`src/rtl/fp_acc_pkg.sv`:
```
`default_nettype none
// ============================================================================
// Module      : fp_acc_pkg
// Description : Sizing helpers shared by the sfp multiply-accumulate blocks.
// Revision    : 1.0 - initial release
// ============================================================================
package fp_acc_pkg;

  // Extra integer bits needed so a sum of n products can never overflow.
  function automatic int acc_guard_bits(input int n);
    return (n <= 1) ? 0 : $clog2(n);
  endfunction

  // Width of a counter running 0..n-1 (never narrower than one bit).
  function automatic int acc_cnt_width(input int n);
    return (n <= 1) ? 1 : $clog2(n);
  endfunction

endpackage
`default_nettype wire

```
`src/rtl/sfp_acc_core.sv`:
```
`default_nettype none
// ============================================================================
// Module      : sfp_acc_core
// Description : Frame accumulator: sample counter, guard-bit accumulator,
//               end-of-frame dump detection and synchronous clear.
// Revision    : 1.0 - initial release
// ============================================================================
module sfp_acc_core
  import fp_acc_pkg::*;
#(
  parameter int PW    = 16,
  parameter int N_ACC = 16,
  parameter int AW    = PW + acc_guard_bits(N_ACC)
) (
  input  logic          clk,
  input  logic          rst,
  input  logic          i_clear,
  input  logic          i_p_vld,
  input  logic [PW-1:0] i_p,
  output logic [AW-1:0] o_sum,
  output logic          o_dump,
  output logic          o_cnt_nz
);

  localparam int              c_cw   = acc_cnt_width(N_ACC);
  localparam logic [c_cw-1:0] c_last = c_cw'(N_ACC - 1);

  generate
    if (N_ACC < 1) begin : g_bad_n_acc
      $error("sfp_acc_core: N_ACC must be at least 1");
    end
  endgenerate

  logic [c_cw-1:0]      r_cnt;
  logic signed [AW-1:0] r_acc;
  logic signed [AW-1:0] w_p_ext;
  logic signed [AW-1:0] w_sum;
  logic                 w_last;

  assign w_p_ext  = AW'($signed(i_p));
  assign w_last   = (r_cnt == c_last);
  // A new frame starts from the product alone; acc holds stale data there.
  assign w_sum    = (r_cnt == '0) ? w_p_ext : (r_acc + w_p_ext);
  assign o_sum    = w_sum;
  assign o_dump   = i_p_vld & w_last & ~i_clear;
  assign o_cnt_nz = (r_cnt != '0);

  // Count products and accumulate; the last product of a frame only dumps.
  always_ff @(posedge clk) begin
    if (rst || i_clear) begin
      r_cnt <= '0;
      r_acc <= '0;
    end else if (i_p_vld) begin
      if (w_last) begin
        r_cnt <= '0;
      end else begin
        r_cnt <= r_cnt + 1'b1;
        r_acc <= w_sum;
      end
    end
  end

endmodule
`default_nettype wire

```
`src/rtl/sfp_mult_full.sv`:
```
`default_nettype none
// ============================================================================
// Module      : sfp_mult_full
// Description : Full-precision signed fixed-point multiply (combinational).
//               Result has A_IW+B_IW integer and A_QW+B_QW fractional bits.
// Revision    : 1.0 - initial release
// ============================================================================
module sfp_mult_full #(
  parameter int A_IW = 2,
  parameter int A_QW = 6,
  parameter int B_IW = 2,
  parameter int B_QW = 6
) (
  input  logic [A_IW+A_QW-1:0]           i_a,
  input  logic [B_IW+B_QW-1:0]           i_b,
  output logic [A_IW+A_QW+B_IW+B_QW-1:0] o_p
);

  localparam int c_pw = A_IW + A_QW + B_IW + B_QW;

  // Operands are sign-extended to the product width so the multiply is exact.
  assign o_p = c_pw'($signed(i_a)) * c_pw'($signed(i_b));

endmodule
`default_nettype wire

```
`src/rtl/sfp_resize_ind.sv`:
```
`default_nettype none
// ============================================================================
// Module      : sfp_resize_ind
// Description : Signed fixed-point resize. Surplus fractional bits are
//               truncated (toward -inf); integer overflow wraps or clips.
//               o_clip flags any overflow in either mode.
// Revision    : 1.0 - initial release
// ============================================================================
module sfp_resize_ind #(
  parameter int IN_IW  = 6,
  parameter int IN_QW  = 12,
  parameter int OUT_IW = 4,
  parameter int OUT_QW = 8,
  parameter bit CLIP   = 1'b1
) (
  input  logic [IN_IW+IN_QW-1:0]   i_x,
  output logic [OUT_IW+OUT_QW-1:0] o_y,
  output logic                     o_clip
);

  localparam int c_mw = IN_IW + OUT_QW;   // width after fractional alignment
  localparam int c_ow = OUT_IW + OUT_QW;

  logic signed [c_mw-1:0] w_f;

  generate
    if (OUT_QW > IN_QW) begin : g_frac_pad
      assign w_f = {i_x, {(OUT_QW-IN_QW){1'b0}}};
    end else if (OUT_QW == IN_QW) begin : g_frac_same
      assign w_f = i_x;
    end else begin : g_frac_trunc
      assign w_f = c_mw'($signed(i_x) >>> (IN_QW - OUT_QW));
    end

    if (OUT_IW >= IN_IW) begin : g_int_ext
      assign o_y    = c_ow'(w_f);
      assign o_clip = 1'b0;
    end else begin : g_int_narrow
      logic w_ovf;
      // Overflow when the dropped integer bits are not copies of the new sign.
      assign w_ovf  = (w_f[c_mw-1:c_ow-1] != {(c_mw-c_ow+1){w_f[c_mw-1]}});
      assign o_clip = w_ovf;
      if (CLIP) begin : g_clip
        assign o_y = !w_ovf      ? w_f[c_ow-1:0] :
                     w_f[c_mw-1] ? {1'b1, {(c_ow-1){1'b0}}} :
                                   {1'b0, {(c_ow-1){1'b1}}};
      end else begin : g_wrap
        assign o_y = w_f[c_ow-1:0];
      end
    end
  endgenerate

endmodule
`default_nettype wire

```
`src/rtl/sfp_mult_acc.sv`:
```
`default_nettype none
// ============================================================================
// Module      : sfp_mult_acc
// Description : Pipelined signed fixed-point multiply-accumulate. Sums N_ACC
//               valid products per frame and emits the resized sum with a
//               one-cycle valid pulse two cycles after the last sample.
// Revision    : 1.0 - initial release
// ============================================================================
module sfp_mult_acc
  import fp_acc_pkg::*;
#(
  parameter int IN1_IW = 2,
  parameter int IN1_QW = 6,
  parameter int IN2_IW = 2,
  parameter int IN2_QW = 6,
  parameter int OUT_IW = 4,
  parameter int OUT_QW = 8,
  parameter int N_ACC  = 16,
  parameter bit CLIP   = 1'b1
) (
  input  logic                     clk,
  input  logic                     rst,
  input  logic [IN1_IW+IN1_QW-1:0] in1,
  input  logic [IN2_IW+IN2_QW-1:0] in2,
  input  logic                     in_valid,
  input  logic                     clear,
  output logic [OUT_IW+OUT_QW-1:0] out,
  output logic                     out_valid,
  output logic                     clipping,
  output logic                     busy
);

  localparam int c_miw = IN1_IW + IN2_IW;
  localparam int c_mqw = IN1_QW + IN2_QW;
  localparam int c_pw  = c_miw + c_mqw;
  localparam int c_aw  = c_pw + acc_guard_bits(N_ACC);

  logic [c_pw-1:0]          w_prod;
  logic [c_pw-1:0]          r_p;
  logic                     r_p_vld;
  logic [c_aw-1:0]          w_sum;
  logic                     w_dump;
  logic                     w_cnt_nz;
  logic [OUT_IW+OUT_QW-1:0] w_res;
  logic                     w_res_clip;
  logic [OUT_IW+OUT_QW-1:0] r_out;
  logic                     r_out_valid;
  logic                     r_clipping;

  sfp_mult_full #(
    .A_IW(IN1_IW), .A_QW(IN1_QW), .B_IW(IN2_IW), .B_QW(IN2_QW)
  ) u_mult (
    .i_a(in1), .i_b(in2), .o_p(w_prod)
  );

  // Stage 1: capture the product; clear discards the sample and any in flight.
  always_ff @(posedge clk) begin
    if (rst) begin
      r_p     <= '0;
      r_p_vld <= 1'b0;
    end else begin
      r_p_vld <= in_valid & ~clear;
      if (in_valid) r_p <= w_prod;
    end
  end

  sfp_acc_core #(
    .PW(c_pw), .N_ACC(N_ACC), .AW(c_aw)
  ) u_core (
    .clk(clk), .rst(rst), .i_clear(clear), .i_p_vld(r_p_vld), .i_p(r_p),
    .o_sum(w_sum), .o_dump(w_dump), .o_cnt_nz(w_cnt_nz)
  );

  sfp_resize_ind #(
    .IN_IW(c_miw + acc_guard_bits(N_ACC)), .IN_QW(c_mqw),
    .OUT_IW(OUT_IW), .OUT_QW(OUT_QW), .CLIP(CLIP)
  ) u_resize (
    .i_x(w_sum), .o_y(w_res), .o_clip(w_res_clip)
  );

  // Stage 2 output: register the resized frame sum only on a dump.
  always_ff @(posedge clk) begin
    if (rst) begin
      r_out       <= '0;
      r_clipping  <= 1'b0;
      r_out_valid <= 1'b0;
    end else begin
      r_out_valid <= w_dump;
      if (w_dump) begin
        r_out      <= w_res;
        r_clipping <= w_res_clip;
      end
    end
  end

  assign out       = r_out;
  assign out_valid = r_out_valid;
  assign clipping  = r_clipping;
  assign busy      = w_cnt_nz | r_p_vld;

endmodule
`default_nettype wire

```
`config.mk`:
```
export PLATFORM = sky130hd
export DESIGN_NAME = sfp_mult_acc
export DESIGN_NICKNAME = d
export VERILOG_FILES = /design/src/rtl/fp_acc_pkg.sv /design/src/rtl/sfp_acc_core.sv /design/src/rtl/sfp_mult_full.sv /design/src/rtl/sfp_resize_ind.sv /design/src/rtl/sfp_mult_acc.sv
export SDC_FILE = /design/constraint.sdc
export NUM_CORES = 1
export LEC_CHECK = 0
export CAP_MARGIN = 25
export CORE_MARGIN = 2
export CORE_UTILIZATION = 55
export CTS_CLUSTER_DIAMETER = 50
export DETAILED_ROUTE_END_ITERATION = 6
export GPL_ROUTABILITY_DRIVEN = 0
export PLACE_DENSITY = 0.75
export SLEW_MARGIN = 5
export SYNTH_ARGS = -nofsm -noshare
export SYNTH_HDL_FRONTEND = slang
export SYNTH_SLANG_ARGS = --single-unit
export TNS_END_PERCENT = 5
```
`constraint.sdc`:
```
create_clock -name clk -period 9.22 [get_ports clk]
set_input_delay 0.922 -clock clk [delete_from_list [all_inputs] [get_ports clk]]
set_output_delay 0.922 -clock clk [all_outputs]
set_load 0.01 [all_outputs]
```
# --- Yosys cells after proc, flatten, opt, wreduce, memory -nomap -nowiden ---
# Index checks and enable logic that the tools add are counted.
op_classes:
  eq_ne: 2
  reduce_logical: 4
  multipliers: 1
  mux: 4
  n_addsub: 2
  bitwise_logic: 6
ops:
  columns: ["cell", "count"]
  rows:
  - ["two-way mux 12 bit", 2]
  - ["adder 20 x 16 -> 20 bit", 1]
  - ["two-way mux 20 bit", 1]
  - ["multiplier 8 x 8 -> 16 bit", 1]
  - ["adder 4 x 1 -> 4 bit, second input constant", 1]
  - ["== test 4 bit, second input constant", 1]
  - ["logical NOT 4 bit", 1]
  - ["two-way mux 4 bit", 1]
  - ["inequality test 4 bit", 1]
  - ["nonzero test 4 bit", 1]
  - ["bitwise AND 1 bit", 3]
  - ["inverter 1 bit", 2]
  - ["AND reduction 2 bit", 1]
  - ["logical OR 1 bit", 1]
  - ["OR 1 bit", 1]
totals:
  in_bits: 20
  reg_bits: 55

# --- Longest topological paths before layout ---
# Gate-level depths: netlist of run 1.
logic_depth:
  depth_word: 4
  mapped_depth: 19

# --- Modules after synthesis ---
# From an unflattened synthesis of run 1, not the netlist that was laid out.
hier_totals:
  hier_cells: 742
  hier_area_um2: 6287.3
by_module_without_submodules:
  columns: ["mod", "n_inst", "cells_each", "seq_area_each_um2", "area_per_inst_um2"]
  rows:
  - ["sfp_mult_full", 1, 288, 0.0, 2547.4]
  - ["sfp_acc_core", 1, 308, 480.5, 2245.9]
  - ["sfp_mult_acc", 1, 99, 620.6, 1111.1]
  - ["sfp_resize_ind", 1, 47, 0.0, 382.9]

# --- Least setup slack after synthesis of run 1 ---
# No wires, ideal clock.
synth_path:
  path_type: "input to register"
  from: "input in2[4]"
  to: "register r_p[14]"
  cell_stages: 18
  slack_ns: 4.218
  required_time_ns: 9.098
  arrival_time_ns: 4.880
  cell_sequence: "and2_1 fa_1 inv_1 fa_1 inv_1 fa_1 inv_1 fa_1 inv_1 ha_1 o21ai_1 a21oi_1 o21ai_1 a21boi_1 o21ai_1 a21oi_1 mux2_1 a311o_1"
synth_between:
  elab_chain_len: 1
synth_rtl:
  columns: ["item", "line", "source"]
  rows:
  - ["from (decl)", "sfp_mult_acc.sv:24", "input logic [IN2_IW+IN2_QW-1:0] in2,"]
  - ["multiplier 8 x 8 -> 16 bit", "sfp_mult_full.sv:22", "assign o_p = c_pw'($signed(i_a)) * c_pw'($signed(i_b));"]
  - ["to (signal assigned)", "sfp_mult_acc.sv:63", "if (in_valid) r_p <= w_prod;"]
  - ["to (decl)", "sfp_mult_acc.sv:39", "logic [c_pw-1:0] r_p;"]
# No other way between the ends.
# A chain may end at the register's enable or synchronous reset.

# --- Worst setup path in the final report of run 1 ---
layout_path:
  from: "input in2[7]"
  to: "register r_p[14]"
# Same word-level chain as after synthesis.

==> out/summary.txt, run 1 <==
========================================================================================
Result of the run .........................................................    completed
Insertion delay of the later-clocked pin in the worst-skew pair ...........       330 ps
Average cell area after synthesis .........................................   8.403 um^2
Residual DRC count ........................................................            0
Sequential cell area fraction in the yosys report .........................       19.47%
Initial antenna violation count ...........................................            0
Worst-Margin Slew .........................................................     910.4 ps
DRC violation total after the first TritonRoute iteration .................          169
Number of cells upsized or downsized after cts ............................            0
Path class of the lowest-slack min-delay path ............................. flip-flop to flip-flop
Syn Nets ..................................................................          799
Design Area, Final ........................................................ 0.006177 mm^2
Count of flip-flops with a built-in enable after synthesis ................            0
Post-CTS Setup Inserts ....................................................            0
Worst setup startpoint ....................................................       in2[7]
Number of buffers on the longest clock path ...............................            2
Net count of the finished layout ..........................................          820
Worst slew margin relative to its limit ...................................       39.08%
Remaining global-route overflow ...........................................            0
Dominant cell type by area after synthesis ................................         fa_1
Arrival @ worst endpoint ..................................................      5840 ps
Antenna cells .............................................................            0
Half-perimeter wire length after placement ................................     9.758 mm
Final TNS setup ...........................................................         0 ps
Switch share ..............................................................       44.27%
Top-level port count ......................................................           35
Via count .................................................................         4514
Final critical delay including setup and external delays ..................      5606 ps
DRT Pass-1 Iters ..........................................................            4
Pwr per Cell Area ......................................................... 185.4 mW/mm^2
Number of distinct standard cells referenced by the synthesized netlist ...           54
Leading cell types in the layout, fill and taps excluded .................. inv_1, nor2_1, nand2_1, fa_1, dfxtp_1
Avg Vias per Cell .........................................................        5.432
HP Start ..................................................................      out[10]
Placed cell areas ......................................................... 0.006077 mm^2
Number of cells in the design after placement .............................          823
Kind of end point of the critical path ....................................    flip-flop
Worst R2R Start ...........................................................       r_p[0]
FMAX ......................................................................   0.1784 GHz
All-Layer GR Usage ........................................................       23.77%
Highest ir drop seen on vdd ...............................................    0.1812 mV
Routed wire length ........................................................     12.04 mm
Number of buffers inserted by hold repair at cts ..........................            0
Most area-consuming cells after synthesis ................................. fa_1, dfxtp_1, ha_1, inv_1, and2_1
Count of mapped cells out of synthesis ....................................          673
Final core area utilization ...............................................       60.93%
P_sw ......................................................................     507.2 uW
Setup Slack @ Placement ...................................................      3299 ps
Post-detailed-route count of antenna-violating nets .......................            0
CP required ...............................................................      9450 ps
Critical Path Start Type ..................................................    input pin
Number of H-tree levels ...................................................            2
Total power ...............................................................     1.146 mW
Area of the die ........................................................... 0.01111 mm^2
Leakage power .............................................................     2.749 nW
Minimum hold slack ........................................................     487.2 ps
Area delta synth->final ...................................................       9.226%
Die span in y .............................................................     105.4 um
Post-route setup slack ....................................................      3614 ps
Portion of the clock cycle consumed by the worst path in the final layout .       60.80%
Share of cells above drive strength 1 .....................................       2.590%
Number of global-route vias before repair .................................         4842
Flip-flop and latch count after synthesis .................................           55
Die width .................................................................     105.4 um
Pin count of the biggest net entering global routing ......................           37
Proportion of netlist area held by the largest area contributor ...........       19.82%
Count of max-cap constraint violations ....................................            0
Path type of the worst setup path ......................................... input pin to flip-flop
Standard-cell rows ........................................................           37
Pint ......................................................................     638.4 uW
Proportion of synthesized flip-flops having asynchronous set or reset .....           0%
Max Transition Viols Final ................................................            0
Largest driver fanout on the critical path ................................            9
Final routed wire length divided by cell count ............................     14.49 um
Top flip-flop cell by instance count after synthesis ......................      dfxtp_1
RSZ-0062 raised after global routing ......................................        false
CTS Buf Count .............................................................            5
Number of clock sinks .....................................................           55
CTS tree ..................................................................        built
Gate power share ..........................................................        62.1%
Core area ................................................................. 0.01014 mm^2
Warning count from the yosys run ..........................................            0
Cell area after synthesis ................................................. 0.005655 mm^2
Library cell used as clock root buffer ....................................     clkbuf_8
Starting Density ..........................................................       55.78%
Hold Vio Cnt, Final .......................................................            0
Number of input and output port buffers inserted ..........................           34
Setup Skew ................................................................     12.82 ps
Fraction of power consumed by the clock network ...........................        13.0%
Setup violations, final ...................................................            0
First-pass GRT wire length ................................................     21.60 mm
Clock slew at the register clock pins of the worst setup and hold paths ...       120 ps
Most common cell after layout, fill and taps aside ........................        inv_1
Final non-filler cell total ...............................................          831
Sequential Power Share ....................................................        25.0%
========================================================================================
## sequential cells by signal (all words and copies together), names as in the netlist
signal	flops
r_p_vld	1
r_p	16
clipping	1
u_core.r_cnt	4
u_core.r_acc	20
out_valid	1
out	12
## worst max-delay path, cell delays in order
cell             delay [ps]
clkdlybuf4s50_1         660
nand2b_1                150
fa_1                    530
fa_1                    540
inv_1                    60
fa_1                    530
inv_1                    50
fa_1                    520
inv_1                    50
ha_1                    290
o21ai_1                 110
a21oi_1                 200
o21ai_1                 100
a21boi_1                200
o21ai_1                 100
a21oi_1                 150
mux2_1                  340
a311o_1                 310
## metal layers
| layer | wire [um] | GRT usage, % | share of wire, % |
|---|---|---|---|
| met1 | 5239 | 28.17 | 44 |
| met2 | 6261 | 44.93 | 52 |
| met3 | 316 | 2.659 | 2.6 |
| met4 | 226 | 6.762 | 1.9 |
| met5 | 0 | 0 | 0 |
## cell families after synthesis
family                     after synthesis  share of synthesized area (%)
adders and majority gates              106                          30.89
and+or+nand+nor                        219                          18.63
muxes                                   15                          2.699
buffers and inverters                  120                          8.274
DFF                                     55                          19.47
xor gates and xnor gates                31                          5.044
AOI/OAI and AO/OA                      127                          15.00
## Yosys cell counts, drive strengths merged (2+ instances only)
library cell and instances:
dfxtp 55, a22o 12, a21o 6, a311oi 3, xor2 8, o21a 2, nor3b 2, clkbuf 16
a211oi 18, buf 5, nand3b 2, mux2 2, and2 49, nand2 61, o211ai 7, mux2i 13
o21ai 30, nor2 62, nand3 9, o31ai 2, fa 56, a31oi 3, inv 99, xnor2 22
nor2b 9, nor3 9, ha 50, nand2b 9, a21oi 34, nor4 2
## power groups by stage
stage / Sequential (mW) / Clock, mW / Combinational, mW
floorplan: 0.280 / 0 / 0.575
global placement: 0.289 / 0 / 0.678
detailed placement: 0.291 / 0 / 0.709
CTS: 0.285 / 0.152 / 0.714
global route: 0.289 / 0.162 / 0.830
finish: 0.286 / 0.149 / 0.711
## area by class of cell
type / count / area (um^2)
multi-input combinational: 498 / 4086
fill: 880 / 3961
sequential: 55 / 1101
inverter: 99 / 371.6
timing repair buffer: 35 / 347.8
tap: 136 / 170.2
clock buffer: 5 / 68.82
clock inverter: 3 / 31.28
## final timing paths
check	end	slack (ps)	cells after the start
worst max-delay path	r_p[14]	3610	18
worst min-delay path	out[10]	490	1
worst max register to register	out[0]	5970	12
worst min register to register	out[10]	490	1
(Power assumes the default switching activity.)
==> run 2: changes to the inputs <==
--- a/config.mk
+++ b/config.mk
@@ -11,7 +11,7 @@
 export CTS_CLUSTER_DIAMETER = 50
 export DETAILED_ROUTE_END_ITERATION = 6
 export GPL_ROUTABILITY_DRIVEN = 0
-export PLACE_DENSITY = 0.75
+export PLACE_DENSITY = 0.78
 export SLEW_MARGIN = 5
 export SYNTH_ARGS = -nofsm -noshare
 export SYNTH_HDL_FRONTEND = slang
==> constraint.sdc (replaced) <==
create_clock -name clk -period 4.5 [get_ports clk]
set_input_delay 0.45 -clock clk [delete_from_list [all_inputs] [get_ports clk]]
set_output_delay 0.45 -clock clk [all_outputs]
set_load 0.01 [all_outputs]
==> out/summary.txt, run 2 (synthesized netlist as in run 1, its figures left out) <==
========================================================================================
Die span in y .............................................................     105.4 um   unchanged
Most common cell after layout, fill and taps aside ........................        inv_1
Number of clock sinks .....................................................           55   unchanged
Grt peak-use layer ........................................................         met2
Leakage power .............................................................     3.079 nW   +12%
Count of max-cap constraint violations ....................................            0   unchanged
Clock slew at the register clock pins of the worst setup and hold paths ...       100 ps   -20 ps
CTS Buf Count .............................................................            5   unchanged
GRT met2 Usage ............................................................       45.39%   +0.46 points
Setup Skew ................................................................     9.219 ps   -3.605 ps
Largest driver fanout on the critical path ................................            4   -5
Hold Vio Cnt, Final .......................................................            0   unchanged
Standard-cell rows ........................................................           37   unchanged
Worst R2R Start ...........................................................       r_p[0]
All-Layer GR Usage ........................................................       24.32%   +0.55 points
Library cell used as clock root buffer ....................................     clkbuf_8
Antenna cells .............................................................            0   unchanged
Register-to-register setup slack ..........................................      1260 ps   -4710 ps
Placed cell areas ......................................................... 0.006430 mm^2   +5.8%
Path type of the worst setup path ......................................... input pin to flip-flop
Max Transition Viols Final ................................................            0   unchanged
Avg Vias per Cell .........................................................        5.487   +1.0%
Leading cell types in the layout, fill and taps excluded .................. inv_1, nor2_1, buf_4, nand2_1, dfxtp_1
Insertion delay of the later-clocked pin in the worst-skew pair ...........       310 ps   -20 ps
Final TNS setup ...........................................................         0 ps   unchanged
GR met1 Demand/Resource ...................................................       29.65%   +1.5 points
Die width .................................................................     105.4 um   unchanged
Post-route setup slack ....................................................     41.82 ps   -3572 ps
Number of input and output port buffers inserted ..........................           34   unchanged
Routed wire length ........................................................     13.47 mm   +12%
Final critical delay including setup and external delays ..................      4458 ps
Post-detailed-route count of antenna-violating nets .......................            0   unchanged
Worst slew margin relative to its limit ...................................       41.68%   +2.6 points
Critical Path Start Type ..................................................    input pin
Net count of the finished layout ..........................................          882   +7.6%
Number of buffers on the longest clock path ...............................            2   unchanged
Design Area, Final ........................................................ 0.006832 mm^2   +11%
Worst-Margin Slew .........................................................     872.1 ps   -38.30 ps
CTS tree ..................................................................        built
Number of global-route vias before repair .................................         4983   +2.9%
Via count .................................................................         4900   +8.6%
Arrival @ worst endpoint ..................................................      4660 ps   -1180 ps
Number of fill cells ......................................................          794   -9.8%
FMAX ......................................................................   0.2243 GHz
Highest ir drop seen on vdd ...............................................    0.2860 mV   +58%
Setup violations, final ...................................................            0   unchanged
Biggest register .......................................................... u_core.r_acc
Starting Density ..........................................................       55.78%   unchanged
Number of buffers inserted by hold repair at cts ..........................            0   unchanged
Logic depth of the worst register-to-register path ........................           12   unchanged
Path class of the lowest-slack min-delay path ............................. flip-flop to flip-flop
Core area ................................................................. 0.01014 mm^2   unchanged
Worst reg2reg endpoint ....................................................       out[7]
Top-level port count ......................................................           35   unchanged
First-pass GRT wire length ................................................     22.42 mm   +3.8%
Kind of end point of the critical path ....................................    flip-flop
Portion of the clock cycle consumed by the worst path in the final layout .       99.07%
Result of the run .........................................................    completed
Setup Slack @ Placement ...................................................    -796.9 ps   -4095 ps
Worst setup startpoint ....................................................       in1[6]
Area delta synth->final ...................................................       20.80%
Residual DRC count ........................................................            0   unchanged
Pwr per Cell Area ......................................................... 444.3 mW/mm^2   +140%
Initial antenna violation count ...........................................            0   unchanged
Crit path capture .........................................................      r_p[14]
DRC violation total after the first TritonRoute iteration .................          195   +15%
Half-perimeter wire length after placement ................................     10.02 mm   +2.6%
Largest register FFs ......................................................           20   unchanged
Pin count of the biggest net entering global routing ......................           37   unchanged
Final routed wire length divided by cell count ............................     15.09 um   +4.1%
Share of cells above drive strength 1 .....................................       20.21%   +18 points
Area of the die ........................................................... 0.01111 mm^2   unchanged
Remaining global-route overflow ...........................................            0   unchanged
CP required ...............................................................      4710 ps   -4740 ps
Number of H-tree levels ...................................................            2   unchanged
DRT Pass-1 Iters ..........................................................            5   +1
Global-route met3 utilization .............................................       2.165%   -0.49 points
========================================================================================
==> run 2: metal layers <==
layer	up-vias	routed length [um]	part of all wire (%)
met5	-	0	0
met4	0	336	2.5
met3	31	451	3.3
met2	127	7023	52
met1	2370	5662	42
li1	2372	-	-
==> run 2: how the worst min path moves through the flow <==
| stage | end | slack (ps) | from | depth (start not counted) |
|---|---|---|---|---|
| finish | out[1] | 480 | out[1] | 1 |
| global route | out[1] | 500 | out[1] | 1 |
| CTS | out[1] | 490 | out[1] | 1 |
| detailed placement | out[1] | 470 | out[1] | 1 |
| global placement | out[7] | 460 | out[7] | 1 |
| floorplan | u_core.r_acc[1] | 450 | u_core.r_acc[1] | 2 |
==> run 2: final cells by class <==
cell class | instances | area [um^2] | area share [%]
multi-input cells | 498 | 4324 | 63.30
flip-flops and latches | 55 | 1101 | 16.12
repair buffers | 97 | 775.7 | 11.36
inverters | 99 | 371.6 | 5.440
well taps | 136 | 170.2 | 2.491
clock buffers | 5 | 68.82 | 1.007
clock inverters | 3 | 20.02 | 0.2930
==> run 2: timing repair <==
action	in CTS	in global routing
endpoints found under the setup margin	4	4
gates resized for setup	70	59
setup buffers	9	7
pin swaps	29	42
==> run 2: critical path: stages <==
cell	delay, ps
buf_4	130
and2_4	130
fa_1	550
inv_2	40
fa_1	490
inv_2	40
fa_1	540
inv_2	40
fa_1	550
inv_2	60
ha_4	280
o21ai_4	60
a21oi_2	140
o21ai_2	80
a21boi_2	160
o21ai_2	80
a21oi_1	180
mux2_1	360
a311o_1	290
==> run 2: per-stage QoR <==
stage	std cells	util (%)	power (mW)	hold slack, ps
floorplan	673	-	1.751	448.6
global placement	870	63.42	2.196	460.8
detailed placement	870	63.42	2.274	467.4
CTS	887	66.31	2.715	491.6
global route	893	67.38	3.297	500.4
finish	893	67.38	3.035	484.9
==> run 2: power by group <==
group          leakage (nW)  total (mW)  switching (mW)  internal (mW)
Sequential            0.447       0.586          0.0536          0.532
Clock                0.0402       0.275           0.167          0.109
Combinational          2.59        2.17            1.09           1.09
Total                  3.08        3.04            1.31           1.73
==> run 3: changes to the inputs <==
==> constraint.sdc (replaced) <==
create_clock -name clk -period 4.5 [get_ports clk]
set_input_delay 0.45 -clock clk [delete_from_list [all_inputs] [get_ports clk]]
set_output_delay 0.45 -clock clk [all_outputs]
set_load 0.005 [all_outputs]
==> results of run 3 <==
Same layout as run 2 (identical final DEF). Status: completed.
